**src/rtl/uart_pkg.sv**
```systemverilog
// UART shared definitions: receiver state encoding and bit-timing derivation.
package uart_pkg;

    localparam int DATA_BITS = 8;

    typedef enum logic [2:0] {
        S_IDLE,
        S_START,
        S_DATA,
        S_PARITY,
        S_STOP,
        S_BREAK
    } rx_state_t;

    function automatic int clks_per_bit(input int clk_freq, input int baud_rate);
        return clk_freq / baud_rate;
    endfunction

endpackage

```
**src/rtl/uart_rx_sync.sv**
```systemverilog
// Two-flop synchroniser for the asynchronous rx pin; resets to idle-high.
module uart_rx_sync (
    input  logic clk,
    input  logic reset,
    input  logic d,
    output logic q
);

    logic [1:0] ff;

    always_ff @(posedge clk or negedge reset) begin
        if (!reset) begin
            ff <= 2'b11;
        end else begin
            ff <= {ff[0], d};
        end
    end

    assign q = ff[1];

endmodule

```
**src/rtl/uart_rx.sv**
```systemverilog
// UART receiver, 8N1 (8E1 when UART_RX_PARITY_EN is defined), LSB first.
module uart_rx
    import uart_pkg::*;
#(
    parameter int CLK_FREQ  = 100_000_000,
    parameter int BAUD_RATE = 9600
) (
    input  logic                 clk,
    input  logic                 reset,
    input  logic                 rx,
    output logic [DATA_BITS-1:0] rx_data,
    output logic                 rx_valid,
    output logic                 rx_busy,
`ifdef UART_RX_PARITY_EN
    output logic                 rx_parity_err,
`endif
    output logic                 rx_frame_err
);

    localparam int CPB   = clks_per_bit(CLK_FREQ, BAUD_RATE);
    localparam int CW    = $clog2(CPB);
    localparam int IW    = $clog2(DATA_BITS);
    localparam logic [CW-1:0] HALF    = CW'(CPB / 2 - 1);
    localparam logic [CW-1:0] CNT_MAX = CW'(CPB - 1);
    localparam logic [IW-1:0] IDX_MAX = IW'(DATA_BITS - 1);

    rx_state_t            state, state_nxt;
    logic [CW-1:0]        cnt;
    logic [IW-1:0]        idx;
    logic [DATA_BITS-1:0] shreg;
    logic                 rxs;
    logic                 shift_en;
    logic                 valid_nxt;
    logic                 ferr_nxt;
`ifdef UART_RX_PARITY_EN
    logic                 par_bit;
    logic                 par_en;
    logic                 perr_nxt;
`endif

    uart_rx_sync u_sync (
        .clk   (clk),
        .reset (reset),
        .d     (rx),
        .q     (rxs)
    );

    always_comb begin
        state_nxt = state;
        shift_en  = 1'b0;
        valid_nxt = 1'b0;
        ferr_nxt  = 1'b0;
`ifdef UART_RX_PARITY_EN
        par_en    = 1'b0;
        perr_nxt  = 1'b0;
`endif
        unique case (state)
            S_IDLE: begin
                if (!rxs) state_nxt = S_START;
            end
            S_START: begin
                // A start bit that has vanished by mid-bit is a glitch.
                if (cnt == HALF) state_nxt = rxs ? S_IDLE : S_DATA;
            end
            S_DATA: begin
                if (cnt == CNT_MAX) begin
                    shift_en = 1'b1;
`ifdef UART_RX_PARITY_EN
                    if (idx == IDX_MAX) state_nxt = S_PARITY;
`else
                    if (idx == IDX_MAX) state_nxt = S_STOP;
`endif
                end
            end
`ifdef UART_RX_PARITY_EN
            S_PARITY: begin
                if (cnt == CNT_MAX) begin
                    par_en    = 1'b1;
                    state_nxt = S_STOP;
                end
            end
`endif
            S_STOP: begin
                // Leaving at mid-stop lets a back-to-back start bit be caught.
                if (cnt == CNT_MAX) begin
                    if (rxs) begin
                        valid_nxt = 1'b1;
`ifdef UART_RX_PARITY_EN
                        perr_nxt  = par_bit != ^shreg;
`endif
                        state_nxt = S_IDLE;
                    end else begin
                        ferr_nxt  = 1'b1;
                        state_nxt = S_BREAK;
                    end
                end
            end
            S_BREAK: begin
                if (rxs) state_nxt = S_IDLE;
            end
            default: state_nxt = S_IDLE;
        endcase
    end

    always_ff @(posedge clk or negedge reset) begin
        if (!reset) begin
            state        <= S_IDLE;
            cnt          <= '0;
            idx          <= '0;
            shreg        <= '0;
            rx_data      <= '0;
            rx_valid     <= 1'b0;
            rx_frame_err <= 1'b0;
        end else begin
            state        <= state_nxt;
            rx_valid     <= valid_nxt;
            rx_frame_err <= ferr_nxt;
            if (state_nxt != state || cnt == CNT_MAX) begin
                cnt <= '0;
            end else if (state != S_IDLE) begin
                cnt <= cnt + 1'b1;
            end
            if (state != S_DATA) begin
                idx <= '0;
            end else if (shift_en) begin
                idx <= idx + 1'b1;
            end
            if (shift_en) shreg <= {rxs, shreg[DATA_BITS-1:1]};
            if (valid_nxt) rx_data <= shreg;
        end
    end

`ifdef UART_RX_PARITY_EN
    always_ff @(posedge clk or negedge reset) begin
        if (!reset) begin
            par_bit       <= 1'b0;
            rx_parity_err <= 1'b0;
        end else begin
            rx_parity_err <= perr_nxt;
            if (par_en) par_bit <= rxs;
        end
    end
`endif

    assign rx_busy = state != S_IDLE;

endmodule
```
**config.mk**
```make
export PLATFORM = sky130hd
export DESIGN_NAME = uart_rx
export DESIGN_NICKNAME = d
export VERILOG_FILES = /design/src/rtl/uart_pkg.sv /design/src/rtl/uart_rx_sync.sv /design/src/rtl/uart_rx.sv
export SDC_FILE = /design/constraint.sdc
export NUM_CORES = 1
export LEC_CHECK = 0
export ABC_CLOCK_PERIOD_IN_PS = 3330
export BUFFER_PORTS_ARGS = -buffer_cell sky130_fd_sc_hd__buf_2
export CELL_PAD_IN_SITES_DETAIL_PLACEMENT = 1
export CELL_PAD_IN_SITES_GLOBAL_PLACEMENT = 1
export CORE_MARGIN = 2
export CORE_UTILIZATION = 30
export CTS_CLUSTER_SIZE = 16
export DETAILED_ROUTE_END_ITERATION = 8
export PLACE_DENSITY = 0.57
export SETUP_SLACK_MARGIN = 0.15
export SKIP_CTS_REPAIR_TIMING = 1
export SLEW_MARGIN = 0
export SYNTH_ARGS = -nofsm -noshare
export SYNTH_HDL_FRONTEND = slang
export SYNTH_SLANG_ARGS = --single-unit
```
**constraint.sdc**
```tcl
create_clock -name clk -period 3.33 [get_ports clk]
set_input_delay 0.1665 -clock clk [delete_from_list [all_inputs] [get_ports clk]]
set_output_delay 0.1665 -clock clk [all_outputs]
set_load 0.02 [all_outputs]
```
==> flow_summary.toml <==
[cells_and_area]
area_growth_pct = 9.928
num_antenna_cells = 0
final_cell_area_sq_um = 2286
drive_gt1_frac = 0.2708
utilization = 0.3383
fin_cells = 272
fin_nets = 197

[floorplan]
die_area_sq_um = 7613
rows = 30
placeableCoreArea_sq_um = 6756
start_util = 0.3078
die_w_microns = 87.26
ios = 14
die_h_microns = 87.26

[drt]
wl_per_cell_microns = 15.67
ant_nets = 0
drt_iter0_markers = 53
drc_errors = 0
vias_per_cell = 5.165
routed_wl_microns = 4261
vias = 1405
firstDrtPassIters = 4

[synthesis]
synth_area_leader_cell = "dfrtp_1"
syn_nets = 186
yosysSeqAreaShare = 0.4826
async_reset_ff_frac = 1.000
synth_top_area_share = 0.4573
yosysMostFrequentCell = "dfrtp_1"
synthTopCellsByCount = "38 x dfrtp_1, 22 x nor3_1, 11 x nor2_1, 10 x xnor2_1, 9 x mux2_2"
ys_top_cells_by_area = "dfrtp_1 46%, mux2_4 5.8%, nor3_1 5.3%"
synth_cells = 180
synth-seq-cells = 40
synth_edf_count = 0
post_synth.cell_area_avg_sq_um = 11.55
synth.cell_area_sq_um = 2079
ys_warn_count = 0
synth_cell_types = 48
ys.flop_type = "dfrtp_1"

[worst_setup_path]
start_kind = "register"
end_kind = "register"
r2r_end = "shreg[0]$_DFFE_PN0P_"
cp_max_fo = 19
critPathBufInv = 0
cp-startpoint = "cnt[0]$_DFFE_PN0P_"
r2r_cells = 5
cpMaxStageDelayCell = "and4_2"
crit_path_cell_trace = "ha_1, nor3b_4, and4_2, nand2_1, mux2_2"
reg2reg_slack_ns = 1.04
critPathArrivalTime_ns = 2.47
r2r_start = "cnt[0]$_DFFE_PN0P_"
cp.required_ns = 3.51
path_class = "reg2reg"
crit_family = "simple AND/OR/NAND/NOR gates"
cpPeakStageDelay_ns = 0.56

[global_route]
grt_usage = 0.1253
grt_pass1_wl_microns = 7383
grt_overflow = 0
grt_start_max_net_pins = 41
antenna_found_initial = 0
first_global_vias = 1467

[run]
cap_violations = 0

[clock_network]
cts_buffers = 5
cts.path.max_buffers = 2
clkSinkCount = 40
cts.root.buffer_cell = "clkbuf_8"
insertion_delay_ns = 0.29
path_clk_slew_ns = 0.08
cts_tree = "yes"
h-tree-depth = 2

[sta]
fmax_ghz = 0.4369
fin_crit_ns = 2.289
setup_ws_ns = 1.041
rsz0062_at_grt = "no"
holdWs_ns = -0.005154
slew_headroom = 0.4033
fin_tns_setup_ns = 0
hold_viol = 11
fin_skew_ns = 0.005193
maxSlewViolCount = 0
setup_viol = 0
min_period_over_period = 0.6874
worstMarginPinSlew_ns = 0.8951

[power]
power_uw = 895.3
vdd.ir_drop.worst_v = 0.0001508
p_leak_nw = 1.018
pwr_density_cell_nw_per_um2 = 391.7

[place]
place_congestion = 0.6868
dp.cells = 263
place_area_sq_um = 2165
pre_cts_ws_ns = 1.035
numPortBuffers = 13
dp_hpwl_microns = 2913

[outcome]
status = "complete, but fails checks"
violations = "hold timing"

[worst_hold_path]
hp-class = "in2async"
[registers in the layout (all words and copies together) (netlist names)]
signal        count
idx               3
state             3
cnt              14
u_sync.ff         2
rx_frame_err      1
rx_valid          1
rx_data           8
shreg             8
[cell usage in the layout, fill, tap and decap left out, types with 5 or more instances in the layout]
cell,count
nor3_1,22
mux2_2,9
buf_2,13
mux2_4,8
nand2_1,7
a21oi_1,5
inv_1,5
nor2_1,11
dfrtp_1,38
clkbuf_8,5
nand3_1,5
xnor2_1,10
[metal layers]
| metal | global-route usage | routed length [microns] | vias up |
|---|---|---|---|
| met2 | 0.2011 | 2015 | 18 |
| met3 | 0.03412 | 104 | 6 |
| met1 | 0.1628 | 2076 | 704 |
| met4 | 0.04196 | 65 | 0 |
| met5 | 0 | 0 | - |
| li1 | - | - | 677 |
[area by class of cell]
class	count	area [sq um]
inverters	5	18.77
flip-flops and latches	40	1003
well taps	80	100.1
repair buffers	15	82.58
clock buffers	5	68.82
clock inverters	3	42.54
multi-input cells	124	969.7
fillers	763	4471
[worst register-to-register path, stage by stage, from the launching register on]
cell and delay (ns):
dfrtp_1 0.41, ha_1 0.21, nor3b_4 0.29, and4_2 0.56, nand2_1 0.34, mux2_2 0.37
[how the worst max path moves through the flow]
stage                                         to  slack (ns)  cells after the start
after global routing        shreg[0]$_DFFE_PN0P_        0.86                      5
after CTS                   shreg[2]$_DFFE_PN0P_        1.01                      5
after detailed placement    shreg[2]$_DFFE_PN0P_        1.03                      5
final                       shreg[0]$_DFFE_PN0P_        1.04                      5
after floorplan           rx_data[0]$_DFFE_PN0P_        1.41                      6
after global placement      shreg[4]$_DFFE_PN0P_        1.01                      5
[report_power, final]
group	switching [mW]	internal, mW
Combinational	0.0102	0.00201
Sequential	0.00183	0.488
Clock	0.172	0.222
Total	0.184	0.711
[cell families (layout without fill, tap and decap cells)]
group                    count (synthesis)  count (layout)  share of synthesized area
AO/OA/AOI/OAI                           18              18                    0.06318
XOR/XNOR                                11              11                    0.04633
adder cells (fa/ha/maj)                  3               3                    0.01805
buffers and inverters                   16              28                    0.05114
flip-flops                              40              40                     0.4825
multiplexers                            19              19                     0.1161
AND/OR/NAND/NOR                         73              73                     0.2226
No activity file was read; power rests on OpenSTA's default activity.
